<file path="src/rtl/d_pop_arbiter_if.sv">
// Bundle between d_pop_arbiter and its D0/D1 FIFOs plus the downstream valid/ready channel.
// Optional POP_STATS_EN adds the per-source delivery counters.
interface d_pop_arbiter_if #(
  parameter int DATA_WIDTH = 6
);
  logic                  enable;
  logic                  empty_fifo_D0;
  logic                  empty_fifo_D1;
  logic [DATA_WIDTH-1:0] data_out_D0;
  logic [DATA_WIDTH-1:0] data_out_D1;
  logic                  out_ready;
  logic                  D0_pop;
  logic                  D1_pop;
  logic [DATA_WIDTH-1:0] data_out;
  logic                  valid_out;
  logic                  src_out;
  logic                  busy;
`ifdef POP_STATS_EN
  logic [7:0]            count_D0;
  logic [7:0]            count_D1;
`endif

  // Arbiter side: consumes FIFO flags/data, drives pops and the output channel.
  modport master (
    input  enable, empty_fifo_D0, empty_fifo_D1, data_out_D0, data_out_D1, out_ready,
    output D0_pop, D1_pop, data_out, valid_out, src_out, busy
`ifdef POP_STATS_EN
    , output count_D0, count_D1
`endif
  );

  modport slave (
    output enable, empty_fifo_D0, empty_fifo_D1, data_out_D0, data_out_D1, out_ready,
    input  D0_pop, D1_pop, data_out, valid_out, src_out, busy
`ifdef POP_STATS_EN
    , input count_D0, count_D1
`endif
  );
endinterface

</file>
<file path="src/rtl/d_pop_arbiter.sv">
// Weighted round-robin drain of FIFOs D0/D1 onto one registered valid/ready output.
// Latency: pop in cycle N, valid_out from N+2; one word per 3 cycles when out_ready stays high.
// Backpressure: a word holds in data_out until out_ready; no new pop while it waits. Macro POP_STATS_EN adds counters.
module d_pop_arbiter #(
  parameter int DATA_WIDTH = 6,
  parameter int BURST      = 4
) (
  input  logic            clk,
  input  logic            reset,
  d_pop_arbiter_if.master bus
);

  typedef enum logic [1:0] {IDLE, POP, CAPT, HOLD} state_t;

  localparam logic [3:0] BURST_C = 4'(BURST);

  state_t                state_q, state_d;
  logic                  grant_q, grant_d;
  logic [3:0]            burst_cnt_q, burst_cnt_d;
  logic [DATA_WIDTH-1:0] data_q, data_d;
  logic                  src_q, src_d;
  logic                  valid_q, valid_d;

  logic                  any_rdy;
  logic                  accept;
  logic                  arb_go;
  logic                  arb_grant;
  logic [3:0]            arb_cnt;
  logic                  pop0, pop1;

  assign any_rdy = !bus.empty_fifo_D0 || !bus.empty_fifo_D1;
  assign accept  = (state_q == HOLD) && bus.out_ready;
  // Empty flags only matter in the two arbitration points: IDLE, or HOLD on accept.
  assign arb_go  = bus.enable && any_rdy && ((state_q == IDLE) || accept);

  always_comb begin
    arb_grant = grant_q;
    arb_cnt   = 4'd1;
    if (!bus.empty_fifo_D0 && !bus.empty_fifo_D1) begin
      if (burst_cnt_q >= BURST_C)
        arb_grant = ~grant_q;
    end else if (!bus.empty_fifo_D0) begin
      arb_grant = 1'b0;
    end else if (!bus.empty_fifo_D1) begin
      arb_grant = 1'b1;
    end
    if (arb_grant == grant_q)
      arb_cnt = (burst_cnt_q >= BURST_C) ? BURST_C : burst_cnt_q + 4'd1;
  end

  always_ff @(posedge clk or posedge reset) begin
    if (reset) begin
      state_q     <= IDLE;
      grant_q     <= 1'b0;
      burst_cnt_q <= 4'd0;
      data_q      <= '0;
      src_q       <= 1'b0;
      valid_q     <= 1'b0;
    end else begin
      state_q     <= state_d;
      grant_q     <= grant_d;
      burst_cnt_q <= burst_cnt_d;
      data_q      <= data_d;
      src_q       <= src_d;
      valid_q     <= valid_d;
    end
  end

  always_comb begin
    state_d = state_q;
    case (state_q)
      IDLE:    if (arb_go) state_d = POP;
      POP:     state_d = CAPT;
      CAPT:    state_d = HOLD;
      HOLD:    if (accept) state_d = arb_go ? POP : IDLE;
      default: state_d = IDLE;
    endcase
  end

  always_comb begin
    grant_d     = grant_q;
    burst_cnt_d = burst_cnt_q;
    data_d      = data_q;
    src_d       = src_q;
    valid_d     = valid_q;
    pop0        = 1'b0;
    pop1        = 1'b0;
    case (state_q)
      IDLE: begin
        if (arb_go) begin
          grant_d     = arb_grant;
          burst_cnt_d = arb_cnt;
        end
      end
      POP: begin
        // Unconditional: non-empty was confirmed when the grant was latched.
        pop0 = !grant_q;
        pop1 = grant_q;
      end
      CAPT: begin
        data_d  = grant_q ? bus.data_out_D1 : bus.data_out_D0;
        src_d   = grant_q;
        valid_d = 1'b1;
      end
      HOLD: begin
        if (accept) begin
          valid_d = 1'b0;
          if (arb_go) begin
            grant_d     = arb_grant;
            burst_cnt_d = arb_cnt;
          end
        end
      end
      default: ;
    endcase
  end

  assign bus.D0_pop    = pop0;
  assign bus.D1_pop    = pop1;
  assign bus.data_out  = data_q;
  assign bus.src_out   = src_q;
  assign bus.valid_out = valid_q;
  assign bus.busy      = (state_q != IDLE);

`ifdef POP_STATS_EN
  logic [7:0] count_d0_q, count_d1_q;

  always_ff @(posedge clk or posedge reset) begin
    if (reset) begin
      count_d0_q <= 8'd0;
      count_d1_q <= 8'd0;
    end else if (accept) begin
      if (src_q) count_d1_q <= count_d1_q + 8'd1;
      else       count_d0_q <= count_d0_q + 8'd1;
    end
  end

  assign bus.count_D0 = count_d0_q;
  assign bus.count_D1 = count_d1_q;
`endif

endmodule

</file>
<file path="src/flat_wrapper.sv">
// flat-port wrapper written by rule: the top's interface ports become plain ports
module d_pop_arbiter_flat 
#(
  parameter int DATA_WIDTH = 6,
  parameter int BURST      = 4
)
  (clk, reset, bus_enable, bus_empty_fifo_D0, bus_empty_fifo_D1, bus_data_out_D0, bus_data_out_D1, bus_out_ready, bus_D0_pop, bus_D1_pop, bus_data_out, bus_valid_out, bus_src_out, bus_busy);
  d_pop_arbiter_if #(.DATA_WIDTH(DATA_WIDTH)) bus_i ();
  input  logic clk;
  input  logic reset;
  input wire logic [$bits(bus_i.enable)-1:0] bus_enable;
  input wire logic [$bits(bus_i.empty_fifo_D0)-1:0] bus_empty_fifo_D0;
  input wire logic [$bits(bus_i.empty_fifo_D1)-1:0] bus_empty_fifo_D1;
  input wire logic [$bits(bus_i.data_out_D0)-1:0] bus_data_out_D0;
  input wire logic [$bits(bus_i.data_out_D1)-1:0] bus_data_out_D1;
  input wire logic [$bits(bus_i.out_ready)-1:0] bus_out_ready;
  output wire logic [$bits(bus_i.D0_pop)-1:0] bus_D0_pop;
  output wire logic [$bits(bus_i.D1_pop)-1:0] bus_D1_pop;
  output wire logic [$bits(bus_i.data_out)-1:0] bus_data_out;
  output wire logic [$bits(bus_i.valid_out)-1:0] bus_valid_out;
  output wire logic [$bits(bus_i.src_out)-1:0] bus_src_out;
  output wire logic [$bits(bus_i.busy)-1:0] bus_busy;
  assign bus_i.enable = bus_enable;
  assign bus_i.empty_fifo_D0 = bus_empty_fifo_D0;
  assign bus_i.empty_fifo_D1 = bus_empty_fifo_D1;
  assign bus_i.data_out_D0 = bus_data_out_D0;
  assign bus_i.data_out_D1 = bus_data_out_D1;
  assign bus_i.out_ready = bus_out_ready;
  assign bus_D0_pop = bus_i.D0_pop;
  assign bus_D1_pop = bus_i.D1_pop;
  assign bus_data_out = bus_i.data_out;
  assign bus_valid_out = bus_i.valid_out;
  assign bus_src_out = bus_i.src_out;
  assign bus_busy = bus_i.busy;
  d_pop_arbiter #(.DATA_WIDTH(DATA_WIDTH), .BURST(BURST)) u_core (.clk(clk), .reset(reset), .bus(bus_i));
endmodule
</file>
<file path="config.mk">
export PLATFORM = sky130hd
export DESIGN_NAME = d_pop_arbiter_flat
export DESIGN_NICKNAME = d
export VERILOG_FILES = /design/src/rtl/d_pop_arbiter_if.sv /design/src/rtl/d_pop_arbiter.sv /design/src/flat_wrapper.sv
export SDC_FILE = /design/constraint.sdc
export NUM_CORES = 1
export LEC_CHECK = 0
export ABC_AREA = 1
export CORE_ASPECT_RATIO = 0.8
export CORE_MARGIN = 1
export CORE_UTILIZATION = 47
export CTS_BUF_LIST = sky130_fd_sc_hd__clkbuf_4 sky130_fd_sc_hd__clkbuf_8
export CTS_CLUSTER_SIZE = 14
export DETAILED_ROUTE_END_ITERATION = 7
export PLACE_DENSITY = 0.92
export SLEW_MARGIN = 40
export SYNTH_ARGS = -nofsm -noshare
export SYNTH_HDL_FRONTEND = slang
export SYNTH_SLANG_ARGS = --single-unit
export TNS_END_PERCENT = 100
</file>
<file path="constraint.sdc">
create_clock -name clk -period 1.5 [get_ports clk]
set_input_delay 0.225 -clock clk [delete_from_list [all_inputs] [get_ports clk]]
set_output_delay 0.225 -clock clk [all_outputs]
set_load 0.01 [all_outputs]
</file>
==> impl_metrics.json <==
{
  "drc": 0,
  "synthArstFlopShare_pct": 100.0,
  "num_vias": 897,
  "synth.yosys.warnings": 0,
  "tightest_slew_ns": 0.2339,
  "fin_crit_ns": 1.533,
  "setup.worst_path.end_class": "flop",
  "clk-insertion-delay-late_ns": 0.29,
  "ir_worst_vdd_uv": 1396,
  "synth-edff-count": 0,
  "max-clock-path-buffers": 2,
  "timing.final.ws_setup_ns": -0.03278,
  "startpoint_type": "flop",
  "firstDrtPassIters": 4,
  "grt.total_usage_pct": 24.09,
  "synthTopCellsByCount": "nand2_1, nor2_1, inv_1",
  "skew_ns": 0.005867,
  "cts_tree": "yes",
  "cp_common_cell": "nand2_1",
  "hp-class": "in2async",
  "overflow": 0,
  "clock-root-buffer": "clkbuf_4",
  "synth_xor_area_share_pct": 0,
  "num_antenna_cells": 0,
  "grt_antenna_before_repair": 0,
  "grt_pass1_wl_mm": 3.429,
  "syn-num-nets": 140,
  "routed_wirelength_mm": 2.261,
  "worstPathMaxFanout": 4,
  "pin_count": 29,
  "crit_arrival_ns": 1.69,
  "fill_cells": 136,
  "initial_core_util_pct": 52.31,
  "required_ns": 1.66,
  "synth-main-ff-cell": "dfrtp_1",
  "drv_cap": 0,
  "place_hpwl_mm": 1.695,
  "grt_max_degree": 16,
  "die_h_um": 41.00,
  "clock_sinks": 15,
  "powerDensity_mw_per_mm2": 1979,
  "finalMaxSlewViolations": 0,
  "synth.most_common_cell": "nand2_1",
  "portBuffers": 28,
  "grt_pass1_vias": 856,
  "fin_area_mm2": 0.001321,
  "cts_buffers": 3,
  "synth_area_per_cell_um2": 7.701,
  "relSlewSlack_pct": 84.39,
  "clkTransAtPathRegs_ns": 0.09,
  "synthMuxAreaShare_pct": 0,
  "pre_cts_slack_ns": -0.06044,
  "die_area_mm2": 0.002080,
  "synth.distinct_cells": 21,
  "vias_per_cell": 5.068,
  "ys_top_cells_by_area": "dfrtp_1, nand2_1, ha_1, nor2_1, inv_1",
  "cpPeakStageDelay_ns": 0.41,
  "rows": 13,
  "synth_top_cell_area_share_pct": 42.02,
  "fmax_mhz": 652.4,
  "crit_family": "flip-flops",
  "syn_area_um2": 893.4,
  "gp_congestion": 0.7197,
  "yosys.area_share.adder_pct": 8.403,
  "failed_checks": "setup timing",
  "synth_top_family_by_area": "simple AND/OR/NAND/NOR gates",
  "dpl_cell_area_mm2": 0.001249,
  "netlist_instances": 116,
  "htreeDepth": 1,
  "p_leak_nw": 0.6613,
  "yosysTopAreaCell": "dfrtp_1",
  "drt_iter0_drc": 25,
  "yosys.area_share.simple_pct": 26.05,
  "ys_seq_area_share_pct": 42.02,
  "period_share_pct": 102.2,
  "synth_compound_area_share_pct": 13.31,
  "drive_above_1_share_pct": 23.23,
  "ant_nets": 0,
  "status": "finished, violations left",
  "path_class": "reg2reg",
  "fin_nets": 180,
  "die_x_um": 50.75,
  "wl_per_cell_um": 12.77,
  "crit_chain": "buf_6 -> buf_6 -> ha_4 -> inv_4 -> nor2_1 -> a21oi_2 -> nand2_1 -> nand2_1 -> nand2_1",
  "cp_num_buf_inv": 3,
  "hold_viol": 0,
  "coreArea_mm2": 0.001708,
  "ys_ff_latch": 15,
  "critical-path-slowest-cell": "dfrtp_1",
  "setup_viol": 1,
  "area_growth_pct": 47.90
}
## state kept, by name, indices dropped and copies added (netlist names)
name,count
u_core.bus.data_out,6
u_core.burst_cnt_q,4
u_core.state_q,2
u_core.bus.src_out,1
u_core.bus.valid_out,1
u_core.grant_q,1
## where the power goes
part / switching, mW / internal, mW
Clock: 0.134 / 0.0993
Combinational: 0.862 / 0.802
Sequential: 0.122 / 0.595
Total: 1.12 / 1.50
## timing repair
item / 4_1_cts / 5_1_grt
endpoints found under the setup margin: 3 / 7
gates resized for setup: 11 / 10
pin swaps: 0 / 3
hold buffers: 0 / 0
setup buffers: 1 / 2
## worst min-delay path, stage by stage
cell	delay [ns]
clkdlybuf4s50_1	0.40
inv_1	0.06
buf_4	0.22
## per-layer routing
layer / track usage (%) / up-vias / share of wire, %
li1: - / 439 / -
met1: 22.86 / 405 / 38
met2: 51.00 / 45 / 51
met3: 7.407 / 8 / 7.9
met4: 9.028 / 0 / 3.3
met5: 0 / - / 0
## layout make-up
cell class / count / area [um^2] / area share [%]
multi-input combinational: 79 / 454.2 / 34.37
sequential: 15 / 375.4 / 28.41
timing repair buffer: 38 / 360.3 / 27.27
inverter: 19 / 76.32 / 5.777
tap: 22 / 27.53 / 2.083
clock buffer: 3 / 22.52 / 1.705
clock inverter: 1 / 5.005 / 0.3788
## path summary, 6_finish.rpt
check | from | to | slack, ns | cells past startpoint
worst max register to register | u_core.state_q[0]$_DFFE_PP0P_ | u_core.state_q[0]$_DFFE_PP0P_ | -0.03 | 9
worst max-delay path | u_core.state_q[0]$_DFFE_PP0P_ | u_core.state_q[0]$_DFFE_PP0P_ | -0.03 | 9
max in group asynchronous | reset | u_core.burst_cnt_q[0]$_DFFE_PP0P_ | 1.08 | 3
min in group clk | bus_data_out_D0[5] | u_core.bus.data_out[5]$_DFFE_PP0P_ | 0.49 | 3
worst min-delay path | reset | u_core.bus.data_out[2]$_DFFE_PP0P_ | 0.24 | 3
worst min register to register | u_core.burst_cnt_q[1]$_DFFE_PP0P_ | u_core.burst_cnt_q[1]$_DFFE_PP0P_ | 0.52 | 2
## stage by stage
step / setup TNS, ns / util, % / total power [mW] / cells / hold slack [ns]
after detailed placement: -0.09524 / 73.11 / 2.249 / 170 / 0.4937
after CTS: -0.01400 / 74.65 / 2.483 / 175 / 0.2388
final: -0.03278 / 77.36 / 2.615 / 177 / 0.2407
after global placement: -0.01169 / 73.11 / 2.143 / 170 / 0.4725
after floorplan: 0 / - / 1.584 / 116 / 0.1265
after global routing: -0.08966 / 77.36 / 2.833 / 177 / 0.2681
## logic make-up (layout without fill, tap and decap cells)
group                    after synthesis  after routing
flip-flops                            15             15
AND/OR/NAND/NOR                       53             53
AO/OA/AOI/OAI                         20             20
adder cells (fa/ha/maj)                6              6
buffers and inverters                 22             61
## layout by cell type (no fill, tap or decap)
| master | instances |
|---|---|
| a21oi_1 | 3 |
| a21oi_2 | 2 |
| a31oi_1 | 1 |
| buf_12 | 1 |
| buf_2 | 2 |
| buf_4 | 7 |
| buf_6 | 2 |
| clkbuf_2 | 1 |
| clkbuf_4 | 3 |
| clkdlybuf4s50_1 | 25 |
| clkinv_2 | 1 |
| dfrtp_1 | 15 |
| ha_1 | 3 |
| ha_2 | 1 |
| ha_4 | 2 |
| inv_1 | 14 |
| inv_2 | 3 |
| inv_4 | 2 |
| nand2_1 | 28 |
| nand2_2 | 4 |
| nand2_4 | 1 |
| nand3_2 | 1 |
| nor2_1 | 17 |
| nor2_2 | 1 |
| nor2_4 | 1 |
| o21ai_0 | 5 |
| o21ai_1 | 3 |
| o21ai_2 | 1 |
| o22ai_1 | 5 |
No activity file was read; power rests on OpenSTA's default activity.
